===== config.mk =====
export PLATFORM = sky130hd
export DESIGN_NAME = adder_arbiter
export DESIGN_NICKNAME = d
export VERILOG_FILES = /design/src/rtl/adder_arbiter_pkg.sv /design/src/rtl/adder_arbiter_rr_arbiter.sv /design/src/rtl/adder_arbiter.sv
export SDC_FILE = /design/constraint.sdc
export NUM_CORES = 1
export LEC_CHECK = 0
export ABC_AREA = 1
export BUFFER_PORTS_ARGS = -buffer_cell sky130_fd_sc_hd__buf_4
export CAP_MARGIN = 25
export CORE_MARGIN = 5
export CORE_UTILIZATION = 50
export DETAILED_ROUTE_END_ITERATION = 16
export PLACE_DENSITY = 0.79
export SETUP_SLACK_MARGIN = 0.1
export SYNTH_ARGS = -nofsm -noshare
export SYNTH_HDL_FRONTEND = slang
export SYNTH_SLANG_ARGS = --single-unit

===== constraint.sdc =====
create_clock -name clk -period 7.15 [get_ports clk]
set_input_delay 0.715 -clock clk [delete_from_list [all_inputs] [get_ports clk]]
set_output_delay 0.715 -clock clk [all_outputs]
set_load 0.005 [all_outputs]

===== src/rtl/adder_arbiter_pkg.sv =====
// Shared types and constants for the shared-adder arbiter.
// Holds the buffer state encoding, index-width helper and counter width.
package adder_arbiter_pkg;

    typedef enum logic {
        EMPTY = 1'b0,
        FULL  = 1'b1
    } state_t;

    localparam int BUSY_CNT_W = 16;

    function automatic int calc_idw(input int m);
        return (m > 1) ? $clog2(m) : 1;
    endfunction

endpackage


===== src/rtl/adder_arbiter_rr_arbiter.sv =====
// Combinational round-robin grant: first set request at or above
// the pointer, wrapping from M-1 back to 0.
module rr_arbiter
    import adder_arbiter_pkg::*;
#(
    parameter int M   = 4,
    parameter int IDW = calc_idw(M)
) (
    input  logic [M-1:0]   i_req,
    input  logic [IDW-1:0] i_ptr,
    output logic [M-1:0]   o_grant,
    output logic [IDW-1:0] o_grant_id,
    output logic           o_any_grant
);

    logic [IDW-1:0] w_idx;

    always_comb begin
        o_grant     = '0;
        o_grant_id  = '0;
        o_any_grant = 1'b0;
        w_idx       = '0;
        for (int k = 0; k < M; k++) begin
            w_idx = IDW'((int'(i_ptr) + k) % M);
            if (!o_any_grant && i_req[w_idx]) begin
                o_any_grant    = 1'b1;
                o_grant[w_idx] = 1'b1;
                o_grant_id     = w_idx;
            end
        end
    end

endmodule


===== src/rtl/adder_arbiter.sv =====
// Round-robin sharing of one carry-lookahead adder among M requesters,
// with a single-entry registered response buffer tagged by requester.
module adder_arbiter
    import adder_arbiter_pkg::*;
#(
    parameter  int N   = 8,
    parameter  int M   = 4,
    localparam int IDW = calc_idw(M)
) (
    input  logic                  clk,
    input  logic                  rst,
    input  logic [M-1:0]          req_valid,
    output logic [M-1:0]          req_ready,
    input  logic [M*N-1:0]        req_num1,
    input  logic [M*N-1:0]        req_num2,
    output logic                  rsp_valid,
    input  logic                  rsp_ready,
    output logic [N:0]            rsp_result,
    output logic [IDW-1:0]        rsp_id,
    output logic [BUSY_CNT_W-1:0] busy_cycles
);

    localparam logic [IDW-1:0] LAST_ID = IDW'(M - 1);

    state_t                  r_state;
    state_t                  w_state_nxt;
    logic [IDW-1:0]          r_ptr;
    logic [N:0]              r_result;
    logic [IDW-1:0]          r_id;
    logic [BUSY_CNT_W-1:0]   r_busy;

    logic [M-1:0]            w_grant;
    logic [IDW-1:0]          w_gid;
    logic                    w_any;
    logic                    w_can_accept;
    logic                    w_xfer;
    logic [IDW-1:0]          w_ptr_nxt;

    logic [N-1:0]            w_a_arr [M];
    logic [N-1:0]            w_b_arr [M];
    logic [N-1:0]            w_a;
    logic [N-1:0]            w_b;
    logic [N-1:0]            w_g;
    logic [N-1:0]            w_p;
    logic [N:0]              w_c;
    logic                    w_term;
    logic [N:0]              w_sum;

    rr_arbiter #(
        .M   (M),
        .IDW (IDW)
    ) u_arb (
        .i_req       (req_valid),
        .i_ptr       (r_ptr),
        .o_grant     (w_grant),
        .o_grant_id  (w_gid),
        .o_any_grant (w_any)
    );

    assign w_can_accept = (r_state == EMPTY) || rsp_ready;
    assign req_ready    = (rst || !w_can_accept) ? '0 : w_grant;
    assign w_xfer       = !rst && w_can_accept && w_any;
    assign w_ptr_nxt    = (w_gid == LAST_ID) ? '0 : w_gid + IDW'(1);

    for (genvar i = 0; i < M; i++) begin : g_unpack
        assign w_a_arr[i] = req_num1[i*N +: N];
        assign w_b_arr[i] = req_num2[i*N +: N];
    end

    assign w_a = w_a_arr[w_gid];
    assign w_b = w_b_arr[w_gid];

    // Flat lookahead: every carry is a sum of generate terms
    // propagated through the bits above them, no carry-in.
    always_comb begin
        w_g    = w_a & w_b;
        w_p    = w_a ^ w_b;
        w_c    = '0;
        w_term = 1'b0;
        for (int i = 0; i < N; i++) begin
            for (int j = 0; j <= i; j++) begin
                w_term = w_g[j];
                for (int k = j + 1; k <= i; k++) begin
                    w_term = w_term & w_p[k];
                end
                w_c[i+1] = w_c[i+1] | w_term;
            end
        end
    end

    assign w_sum = {w_c[N], w_p ^ w_c[N-1:0]};

    always_comb begin
        w_state_nxt = r_state;
        unique case (r_state)
            EMPTY: begin
                if (w_xfer) w_state_nxt = FULL;
            end
            FULL: begin
                if (w_xfer)         w_state_nxt = FULL;
                else if (rsp_ready) w_state_nxt = EMPTY;
            end
        endcase
    end

    always_ff @(posedge clk) begin
        if (rst) begin
            r_state <= EMPTY;
        end else begin
            r_state <= w_state_nxt;
        end
    end

    always_ff @(posedge clk) begin
        if (rst) begin
            r_ptr    <= '0;
            r_result <= '0;
            r_id     <= '0;
            r_busy   <= '0;
        end else begin
            if (w_xfer) begin
                r_ptr    <= w_ptr_nxt;
                r_result <= w_sum;
                r_id     <= w_gid;
            end
            if (r_state == FULL && !rsp_ready && r_busy != '1) begin
                r_busy <= r_busy + BUSY_CNT_W'(1);
            end
        end
    end

    assign rsp_valid   = (r_state == FULL);
    assign rsp_result  = r_result;
    assign rsp_id      = r_id;
    assign busy_cycles = r_busy;

endmodule


==> impl_metrics.toml, run 1 <==
[outcome]
run_status = "finished, final reports clean"

[logic_synthesis]
ys_async_sr_fraction = 0
synth_area_um2 = 2720
synth.yosys.seq_area_share = 0.2208
netlist_instances = 424
synth_fp_nets = 513
yosys_warnings = 0
cell_with_the_most_instances_after_synthesis = "sky130_fd_sc_hd__nand2_1"
yosysTopAreaCellShare = 0.2208
synth.ff_latch_count = 30
synth.lib_cells_used.distinct = 39
synthesis.area_per_instance_um2 = 6.415
synthFlopType = "sky130_fd_sc_hd__dfxtp_1"
ys_top_cells_by_count = "sky130_fd_sc_hd__nand2_1 (99), sky130_fd_sc_hd__inv_1 (50), sky130_fd_sc_hd__a21oi_1 (36)"
library_cell_with_the_largest_summed_area_after_synthesis = "sky130_fd_sc_hd__dfxtp_1"
synth.top_cells.by_area = "sky130_fd_sc_hd__dfxtp_1 (22%), sky130_fd_sc_hd__nand2_1 (14%), sky130_fd_sc_hd__ha_1 (7.8%)"
synth-edff-count = 0

[sta]
period_share = 0.5766
slew_viol_final = 0
final-setup-viol-count = 0
hold_ws_ps = 471.2
final.setup_skew_ps = 12.41
max_slew.worst_pin.slew_ps = 710.7
finalSetupTns_ps = 0
fmax_mhz = 242.6
slew-limit-headroom = 0.5218
period_minus_slack_ps = 4122
rsz0062_at_grt = "false"
count_of_endpoints_failing_hold_in_the_final_timing_report = 0

[floorplan]
initial_utilization = 0.5226
num_rows = 26
io-pin-count = 103
die_y_extent_um = 83.76
core-area_um2 = 5205
die_area_um2 = 7015
die_width_um = 83.76

[route]
viasPerCell = 5.244
detailedRoute.firstPassIterationCount = 5
routed_wirelength_um = 7526
routed-via-count = 3094
ant_nets = 0
wl_per_cell_um = 12.76
route.detailed.drc = 0
dr.first_iter.drc_count = 117

[cts]
cts_tree = "done"
cts_max_level = 2
clockBufferDepth = 2
reg_clk_slew_reported_paths_ps = 70
cts.hold.buffers_added = 0
clock_tree.root_cell = "sky130_fd_sc_hd__clkbuf_8"
cts-buffers-inserted = 5
post_cts_resized = 0
insertion_delay_ps = 280
cts_setup_buffers = 0
numClockSinks = 30

[final_layout]
fillerInstances = 480
multi_input_area_um2 = 1802
share_of_cells_above_drive_strength_1 = 0.2654
design.final.nets = 608
synthToLayoutAreaGrowth_pct = 31.05
register_area_um2 = 600.6
antennaDiodeCount = 0
total_non_filler_cell_area_in_the_finished_layout_um2 = 3565

[flow_run]
max_cap_viol_count = 0

[power_and_ir_drop]
design_power_total_mw = 2.187
vdd.ir_drop.worst_mv = 0.7051
power.density_nw_per_um2 = 613.4
p_leak_nw = 1.753

[grt]
grt_pass1_wl_um = 12770
grt_antenna_before_repair = 0
number_of_global_route_vias_before_repair = 2890
maximum_number_of_pins_on_one_net_before_global_route_repair = 46
grt.total_usage = 0.2144
grt.overflow.total = 0

[worst_hold_path]
min_path_type = "reg -> reg"

[place]
place.gp.congestion = 0.8846
detailedPlacementHpwl_um = 6203
numPortBuffers = 102
placed_cell_area_um2 = 3470

[setup_path]
cp.required_ps = 7330
timing.critical_path.fanout_max = 45
worst-setup-path-type = "reg -> reg"
critical_path_arrival_ps = 4310
crit_path_start_kind = "flop"
cp-end-kind = "flop"
[worst max-delay path: stages, from the launching register on]
cell and delay, ps:
sky130_fd_sc_hd__dfxtp_1 580, sky130_fd_sc_hd__inv_2 170, sky130_fd_sc_hd__ha_1 400, sky130_fd_sc_hd__inv_1 120, sky130_fd_sc_hd__nand2_1 70, sky130_fd_sc_hd__nand2_2 140, sky130_fd_sc_hd__o21ai_2 70, sky130_fd_sc_hd__nand2_2 90
sky130_fd_sc_hd__nand3_4 340, sky130_fd_sc_hd__inv_2 410, sky130_fd_sc_hd__nand2_1 80, sky130_fd_sc_hd__nand2_1 70, sky130_fd_sc_hd__nand2_1 60, sky130_fd_sc_hd__nand2_2 100, sky130_fd_sc_hd__ha_1 230, sky130_fd_sc_hd__ha_1 180
sky130_fd_sc_hd__nand2_1 80, sky130_fd_sc_hd__nor2_1 50, sky130_fd_sc_hd__nand4_1 70, sky130_fd_sc_hd__nand4_1 100, sky130_fd_sc_hd__nor2_1 170, sky130_fd_sc_hd__nand3_1 100, sky130_fd_sc_hd__nand2_1 80, sky130_fd_sc_hd__nand2_1 40
sky130_fd_sc_hd__o21ai_0 140, sky130_fd_sc_hd__inv_1 50
[path summary, 6_finish.rpt]
path,slack [ps],to,startpoint,depth (start not counted)
max reg2reg,3030,rsp_result[8]$_SDFFE_PP0P_,r_ptr[0]$_SDFFE_PP0P_,25
max,3030,rsp_result[8]$_SDFFE_PP0P_,r_ptr[0]$_SDFFE_PP0P_,25
min,470,busy_cycles[4]$_SDFFE_PP0P_,busy_cycles[4]$_SDFFE_PP0P_,2
min reg2reg,470,busy_cycles[4]$_SDFFE_PP0P_,busy_cycles[4]$_SDFFE_PP0P_,2
[cell type report]
class                      count  share of cell area
clock buffer                   6             0.02317
clock inverter                 2            0.003510
inverter                      57             0.06002
multi-input combinational    323              0.5054
sequential                    30              0.1685
tap                           70             0.02457
timing repair buffer         102              0.2148
[stage by stage]
step           setup WS [ps]  std cells    util
2_1_floorplan           3849        424       -
5_1_grt                 2502        590  0.6849
4_1_cts                 3041        590  0.6849
6_report                3028        590  0.6849
3_5_place_dp            3075        582  0.6666
3_3_place_gp            3258        582  0.6666
[sequential cells by signal, summed over array words and instances, names as in the netlist]
name,count
busy_cycles,16
r_ptr,2
rsp_id,2
rsp_result,9
rsp_valid,1
[kinds of logic (layout without fill, tap and decap cells)]
kind of cell / Yosys count / in the layout / synth area share
compound gates: 92 / 92 / 0.1927
xor+xnor: 9 / 9 / 0.02898
fa+ha+maj: 18 / 18 / 0.08556
buf+inv: 71 / 167 / 0.1168
flops: 30 / 30 / 0.2208
simple gates: 204 / 204 / 0.3551
[metal layers]
layer	share of wire	vias to the layer above	routed length, um	GRT usage
li1	-	1594	-	-
met1	0.42	1393	3139	0.2560
met2	0.51	90	3806	0.3803
met3	0.052	17	391	0.04344
met4	0.025	0	189	0.07164
met5	0	-	0	0
[cells in the final DEF (no fill, tap or decap), types with 2 or more instances in the layout]
cell type	instances
sky130_fd_sc_hd__nor3_1	4
sky130_fd_sc_hd__nand3_1	22
sky130_fd_sc_hd__inv_2	5
sky130_fd_sc_hd__xor2_1	6
sky130_fd_sc_hd__inv_1	50
sky130_fd_sc_hd__clkinv_1	2
sky130_fd_sc_hd__o211ai_1	14
sky130_fd_sc_hd__o21ai_1	15
sky130_fd_sc_hd__nor4_1	4
sky130_fd_sc_hd__a31oi_1	3
sky130_fd_sc_hd__nand2_2	11
sky130_fd_sc_hd__dfxtp_1	30
sky130_fd_sc_hd__nand2_1	99
sky130_fd_sc_hd__xnor2_1	3
sky130_fd_sc_hd__clkbuf_8	6
sky130_fd_sc_hd__or2_0	9
sky130_fd_sc_hd__ha_1	17
sky130_fd_sc_hd__or2_1	2
sky130_fd_sc_hd__nand4_1	9
sky130_fd_sc_hd__buf_4	102
sky130_fd_sc_hd__nand3_2	2
sky130_fd_sc_hd__a21oi_1	36
sky130_fd_sc_hd__nand3_4	2
sky130_fd_sc_hd__or2_2	4
sky130_fd_sc_hd__o21ai_0	17
sky130_fd_sc_hd__o22ai_1	2
sky130_fd_sc_hd__nor2_1	32
[report_power, final]
group	internal (mW)	total, mW	switching, mW
logic	0.670	1.80	1.13
clock network	0.0773	0.143	0.0655
registers	0.206	0.239	0.0336
Note: power is estimated with default switching activity, not from simulation.
==> inputs of run 2 (changes only) <==
--- a/config.mk
+++ b/config.mk
@@ -9,9 +9,9 @@
 export BUFFER_PORTS_ARGS = -buffer_cell sky130_fd_sc_hd__buf_4
 export CAP_MARGIN = 25
 export CORE_MARGIN = 5
-export CORE_UTILIZATION = 50
+export CORE_UTILIZATION = 45
 export DETAILED_ROUTE_END_ITERATION = 16
-export PLACE_DENSITY = 0.79
+export PLACE_DENSITY = 0.75
 export SETUP_SLACK_MARGIN = 0.1
 export SYNTH_ARGS = -nofsm -noshare
 export SYNTH_HDL_FRONTEND = slang
==> constraint.sdc (replaced) <==
create_clock -name clk -period 3.65 [get_ports clk]
set_input_delay 0.365 -clock clk [delete_from_list [all_inputs] [get_ports clk]]
set_output_delay 0.365 -clock clk [all_outputs]
set_load 0.005 [all_outputs]
==> run 2 against run 1 <==
Net effect: design area increased by 5.5%; sequential share of layout area down 0.84 points; setup slack worse by 2700 ps; count of clock-buffer cells in the layout is the same; core utilization decreased by 4.6 points; first-iteration DRC count grew 32%; critical path depth fell by 3; non-clock buffer count rose by 15; cell count is 3.1% higher; global-route usage shrank 1.8 points.
==> impl_metrics.toml, run 2 (synthesis results as in run 1) <==
[cts]
numClockSinks = 30
reg_clk_slew_reported_paths_ps = 60
cts-buffers-inserted = 5
cts_max_level = 2
clockBufferDepth = 2
insertion_delay_ps = 270
clock_tree.root_cell = "sky130_fd_sc_hd__clkbuf_8"
cts.hold.buffers_added = 0
cts_tree = "done"

[place]
numPortBuffers = 102
detailedPlacementHpwl_um = 6083
place.gp.congestion = 0.8917

[grt]
grt_antenna_before_repair = 0
maximum_number_of_pins_on_one_net_before_global_route_repair = 38
number_of_global_route_vias_before_repair = 2946
grt.overflow.total = 0
grt.total_usage = 0.1959
grt_pass1_wl_um = 12510

[setup_path]
worstReg2RegStart = "r_ptr[0]$_SDFFE_PP0P_"
timing.critical_path.fanout_max = 18
timing.critical_path.mode_cell = "sky130_fd_sc_hd__nand2_1"
worst-r2r-cell-count = 22
crit_path_cell_trace = "inv_4 > ha_4 > inv_1 > nand2_1 > nand2_4 > o21ai_2 > nand2_2 > nand3_4 > buf_4 > clkbuf_16 > or2_2 > o211ai_1 > nand2_1 > ha_1 > nand4_1 > nand4_1 > nor2_2 > nand3_1 > nand2_1 > nand2_1 > o21ai_0 > inv_1"
worst-setup-path-type = "reg -> reg"
critical_path.slowest_cell = "sky130_fd_sc_hd__dfxtp_2"
critical_path_arrival_ps = 3520
crit_path_max_incr_delay_ps = 360
r2r-end = "rsp_result[8]$_SDFFE_PP0P_"
timing.reg2reg.setup_slack_ps = 300
cp-end-kind = "flop"
cp.required_ps = 3820
crit_path_start_kind = "flop"

[final_layout]
share_of_cells_above_drive_strength_1 = 0.2946
design.final.nets = 623
largest_reg_flops = 16
fillerInstances = 544
synthToLayoutAreaGrowth_pct = 38.22
antennaDiodeCount = 0
layout.cells.most_common_list = "sky130_fd_sc_hd__buf_4 (113), sky130_fd_sc_hd__nand2_1 (97), sky130_fd_sc_hd__inv_1 (50), sky130_fd_sc_hd__a21oi_1 (35), sky130_fd_sc_hd__nor2_1 (31)"
final_common_cell = "sky130_fd_sc_hd__buf_4"

[route]
wl_per_cell_um = 12.68
route.detailed.drc = 0
ant_nets = 0
dr.first_iter.drc_count = 154
viasPerCell = 5.181
routed-via-count = 3150
detailedRoute.firstPassIterationCount = 4
routed_wirelength_um = 7712

[sta]
fmax_mhz = 298.2
count_of_endpoints_failing_hold_in_the_final_timing_report = 0
final-setup-viol-count = 0
slew-limit-headroom = 0.5946
final.setup_skew_ps = 2.714
period_minus_slack_ps = 3353
slew_viol_final = 0
rsz0062_at_grt = "false"
finalSetupTns_ps = 0
max_slew.worst_pin.slew_ps = 602.5
period_share = 0.9187

[floorplan]
die_area_um2 = 7699
die_width_um = 87.75
core-area_um2 = 5886
initial_utilization = 0.4622
num_rows = 28
die_y_extent_um = 87.75
io-pin-count = 103

[flow_run]
max_cap_viol_count = 0

[worst_hold_path]
min-delay-start = "rst"
min_path_type = "in -> reg"
number_of_cells_on_the_worst_hold_path = 2
worst_hold_path_ep = "busy_cycles[1]$_SDFFE_PP0P_"

[outcome]
run_status = "finished, final reports clean"
-- run 2: changes by cell type in the layout (fill, tap and decap cells not counted), moves of 2 or more --
cell                      before  now
sky130_fd_sc_hd__buf_4       102  113
sky130_fd_sc_hd__buf_12        0    2
sky130_fd_sc_hd__inv_2         5    3
sky130_fd_sc_hd__inv_4         0    2
sky130_fd_sc_hd__nand2_1      99   97
-- run 2: cell type report --
class / instances / area [um2] / area share
clock buffers: 6 / 82.58 / 0.02196
inverters: 57 / 219.0 / 0.05824
multi-input cells: 323 / 1838 / 0.4889
flip-flops and latches: 30 / 601.8 / 0.1601
well taps: 75 / 93.84 / 0.02496
repair buffers: 117 / 924.6 / 0.2459
-- run 2: worst max-delay path by stage --
| stage | startpoint | end | depth (start not counted) |
|---|---|---|---|
| detailed placement | r_ptr[0]$_SDFFE_PP0P_ | rsp_result[8]$_SDFFE_PP0P_ | 25 |
| finish | r_ptr[0]$_SDFFE_PP0P_ | rsp_result[8]$_SDFFE_PP0P_ | 22 |
| global placement | r_ptr[0]$_SDFFE_PP0P_ | rsp_result[8]$_SDFFE_PP0P_ | 24 |
| CTS | r_ptr[0]$_SDFFE_PP0P_ | rsp_result[8]$_SDFFE_PP0P_ | 25 |
| floorplan | r_ptr[1]$_SDFFE_PP0P_ | rsp_result[8]$_SDFFE_PP0P_ | 26 |
| global route | r_ptr[0]$_SDFFE_PP0P_ | rsp_result[8]$_SDFFE_PP0P_ | 25 |
-- run 2: per-layer routing --
metal / part of all wire / routed length, um / up-vias / track usage
met2: 0.47 / 3650 / 120 / 0.3342
met5: 0 / 0 / - / 0
met3: 0.090 / 695 / 8 / 0.05550
met1: 0.43 / 3295 / 1401 / 0.2446
li1: - / - / 1621 / -
met4: 0.0092 / 71 / 0 / 0.04463
-- run 2: worst max-delay path, delay by kind of cell (launching register included) --
| kind | cells | cell delay (ps) |
|---|---|---|
| AOI/OAI and AO/OA | 3 | 300 |
| adders and majority gates | 2 | 620 |
| buffers and inverters | 5 | 550 |
| DFF | 1 | 360 |
| and+or+nand+nor | 12 | 1430 |
-- run 2: timing repair --
item / 4_1_cts / 5_1_grt
setup buffers: 0 / 9
endpoints found under the hold margin: 0 / 0
gates resized for setup: 0 / 14
setup endpoints to repair: 0 / 4
-- run 2: stage by stage --
step                      setup slack, ps  cell area [um2]  cells  hold WS [ps]    util
after floorplan                     349.4             2720    424         434.1       -
after global placement              371.4             3538    592         446.9  0.6012
after detailed placement            243.1             3538    592         450.2  0.6012
after CTS                           226.9             3621    598         355.8  0.6152
after global routing                45.27             3760    608         372.9  0.6388
final                               296.9             3760    608         357.3  0.6388
Power of run 2 is not shown: default switching activity piles up to over one toggle a cycle in this logic, so the estimate is an artifact.
==> inputs of run 3 (changes only) <==
--- a/config.mk
+++ b/config.mk
@@ -11,7 +11,7 @@
 export CORE_MARGIN = 5
 export CORE_UTILIZATION = 45
 export DETAILED_ROUTE_END_ITERATION = 16
-export PLACE_DENSITY = 0.75
+export PLACE_DENSITY_LB_ADDON = 0.3
 export SETUP_SLACK_MARGIN = 0.1
 export SYNTH_ARGS = -nofsm -noshare
 export SYNTH_HDL_FRONTEND = slang
==> run 3 against run 2 <==
Net effect: critical path depth decreased by 1; clock skew up 1.3 ps; cell count is 0.99% lower; worst hold slack improved by 26 ps; maximum frequency increased by 0.27%; via count fell by 0.51%; core utilization down 1.3 points.
==> impl_metrics.toml, run 3 (synthesis results as in run 1) <==
[setup_path]
cp-endpoint = "rsp_result[5]$_SDFFE_PP0P_"
timing.critical_path.fanout_max = 26
crit_path_start_kind = "flop"
critical_path_arrival_ps = 3510
r2r-end = "rsp_result[5]$_SDFFE_PP0P_"
worst-setup-path-type = "reg -> reg"
cp-end-kind = "flop"
cp.required_ps = 3820
worstReg2RegStart = "r_ptr[0]$_SDFFE_PP0P_"
worst_setup_path_startpoint = "r_ptr[0]$_SDFFE_PP0P_"
timing.reg2reg.setup_slack_ps = 310
worst-r2r-cell-count = 21

[cts]
cts-buffers-inserted = 5
clock_tree.root_cell = "sky130_fd_sc_hd__clkbuf_8"
numClockSinks = 30
reg_clk_slew_reported_paths_ps = 60
insertion_delay_ps = 280
cts_max_level = 2
clockBufferDepth = 2
cts_tree = "done"

[sta]
finalWorstSetupSlack_ps = 305.8
finalSetupTns_ps = 0
fmax_mhz = 299.0
final-setup-viol-count = 0
count_of_endpoints_failing_hold_in_the_final_timing_report = 0
rsz0062_at_grt = "true"
slew-limit-headroom = 0.5542
final.setup_skew_ps = 4.063
period_share = 0.9162
period_minus_slack_ps = 3344
max_slew.worst_pin.slew_ps = 662.5
slew_viol_final = 0

[place]
place_ws_ps = 116.6
numPortBuffers = 102
place.gp.congestion = 0.8653
detailedPlacementHpwl_um = 6210

[final_layout]
register_area_um2 = 600.6
multi_input_area_um2 = 1846
final_common_cell = "sky130_fd_sc_hd__buf_4"
layout.cells.most_common_list = "sky130_fd_sc_hd__buf_4 (107), sky130_fd_sc_hd__nand2_1 (98), sky130_fd_sc_hd__inv_1 (50), sky130_fd_sc_hd__a21oi_1 (35), sky130_fd_sc_hd__nor2_1 (31)"
synthToLayoutAreaGrowth_pct = 35.37
fillerInstances = 554
largest_reg_flops = 16
design.final.nets = 617
share_of_cells_above_drive_strength_1 = 0.2827
antennaDiodeCount = 0

[flow_run]
max_cap_viol_count = 0

[route]
routed_wirelength_um = 7927
viasPerCell = 5.206
detailedRoute.firstPassIterationCount = 6
wl_per_cell_um = 13.17
route.detailed.drc = 0
ant_nets = 0
dr.first_iter.drc_count = 141
routed-via-count = 3134

[floorplan]
num_rows = 28
initial_utilization = 0.4622
core-area_um2 = 5886
die_area_um2 = 7699
io-pin-count = 103
die_width_um = 87.75
die_y_extent_um = 87.75

[grt]
grt_antenna_before_repair = 0
grt_use_met3 = 0.03481
globalRouteMet1Util = 0.2278
number_of_global_route_vias_before_repair = 2872
grt_pass1_wl_um = 12390
maximum_number_of_pins_on_one_net_before_global_route_repair = 31
grt.total_usage = 0.1983
grt_most_used_layer = "met2"
groute.layer.met2.usage = 0.3747
grt.overflow.total = 0

[outcome]
run_status = "finished, final reports clean"

[worst_hold_path]
min_path_type = "in -> reg"
[run 3: layer usage]
layer	vias up	routed length, um
li1	1612	-
met2	76	4260
met4	0	114
met3	13	400
met5	-	0
met1	1433	3152
[run 3: area by class of cell]
type	instances	share of cell area
clock buffer	6	0.02243
sequential	30	0.1631
tap	75	0.02548
multi-input combinational	324	0.5012
inverter	57	0.05946
timing repair buffer	110	0.2283
[run 3: worst max-delay path, cell delays in order (launching register included)]
cell and delay [ps]:
sky130_fd_sc_hd__dfxtp_1 380, sky130_fd_sc_hd__inv_4 90, sky130_fd_sc_hd__ha_4 270, sky130_fd_sc_hd__inv_1 100, sky130_fd_sc_hd__nand2_1 100, sky130_fd_sc_hd__nand2_4 110, sky130_fd_sc_hd__o21ai_2 60, sky130_fd_sc_hd__nand2_2 120
sky130_fd_sc_hd__nand3_4 150, sky130_fd_sc_hd__buf_8 190, sky130_fd_sc_hd__or2_0 200, sky130_fd_sc_hd__o211ai_1 80, sky130_fd_sc_hd__nand2_1 90, sky130_fd_sc_hd__ha_1 340, sky130_fd_sc_hd__nand2_1 100, sky130_fd_sc_hd__nand3b_1 150
sky130_fd_sc_hd__nand2_1 90, sky130_fd_sc_hd__nand2_1 90, sky130_fd_sc_hd__nand2_1 90, sky130_fd_sc_hd__a21oi_2 150, sky130_fd_sc_hd__nor2_1 60, sky130_fd_sc_hd__a32o_1 210
[run 3: metrics by stage]
| step | std cells | hold WS, ps | util | cell area [um2] |
|---|---|---|---|---|
| floorplan | 424 | 434.1 | - | 2720 |
| global placement | 592 | 452.8 | 0.5969 | 3513 |
| detailed placement | 592 | 455.6 | 0.5969 | 3513 |
| CTS | 598 | 373.8 | 0.6116 | 3600 |
| global route | 602 | 385.6 | 0.6256 | 3682 |
| finish | 602 | 382.9 | 0.6256 | 3682 |
[run 3: timing repair]
item	4_1_cts	5_1_grt
buffers inserted	0	3
resized for setup	1	13
pin swaps	0	1
hold buffers	0	0
endpoints found under the setup margin	1	4
gates cloned	0	1
[run 3: how the worst min path moves through the flow]
stage	startpoint	end	slack, ps	depth (start not counted)
after global placement	busy_cycles[4]$_SDFFE_PP0P_	busy_cycles[4]$_SDFFE_PP0P_	450	2
final	rst	rsp_result[7]$_SDFFE_PP0P_	380	2
after floorplan	rst	busy_cycles[14]$_SDFFE_PP0P_	430	1
after detailed placement	busy_cycles[4]$_SDFFE_PP0P_	busy_cycles[4]$_SDFFE_PP0P_	460	2
after CTS	rst	rsp_result[7]$_SDFFE_PP0P_	370	2
after global routing	rst	rsp_result[7]$_SDFFE_PP0P_	390	2
Power of run 3 is left out for the same reason.
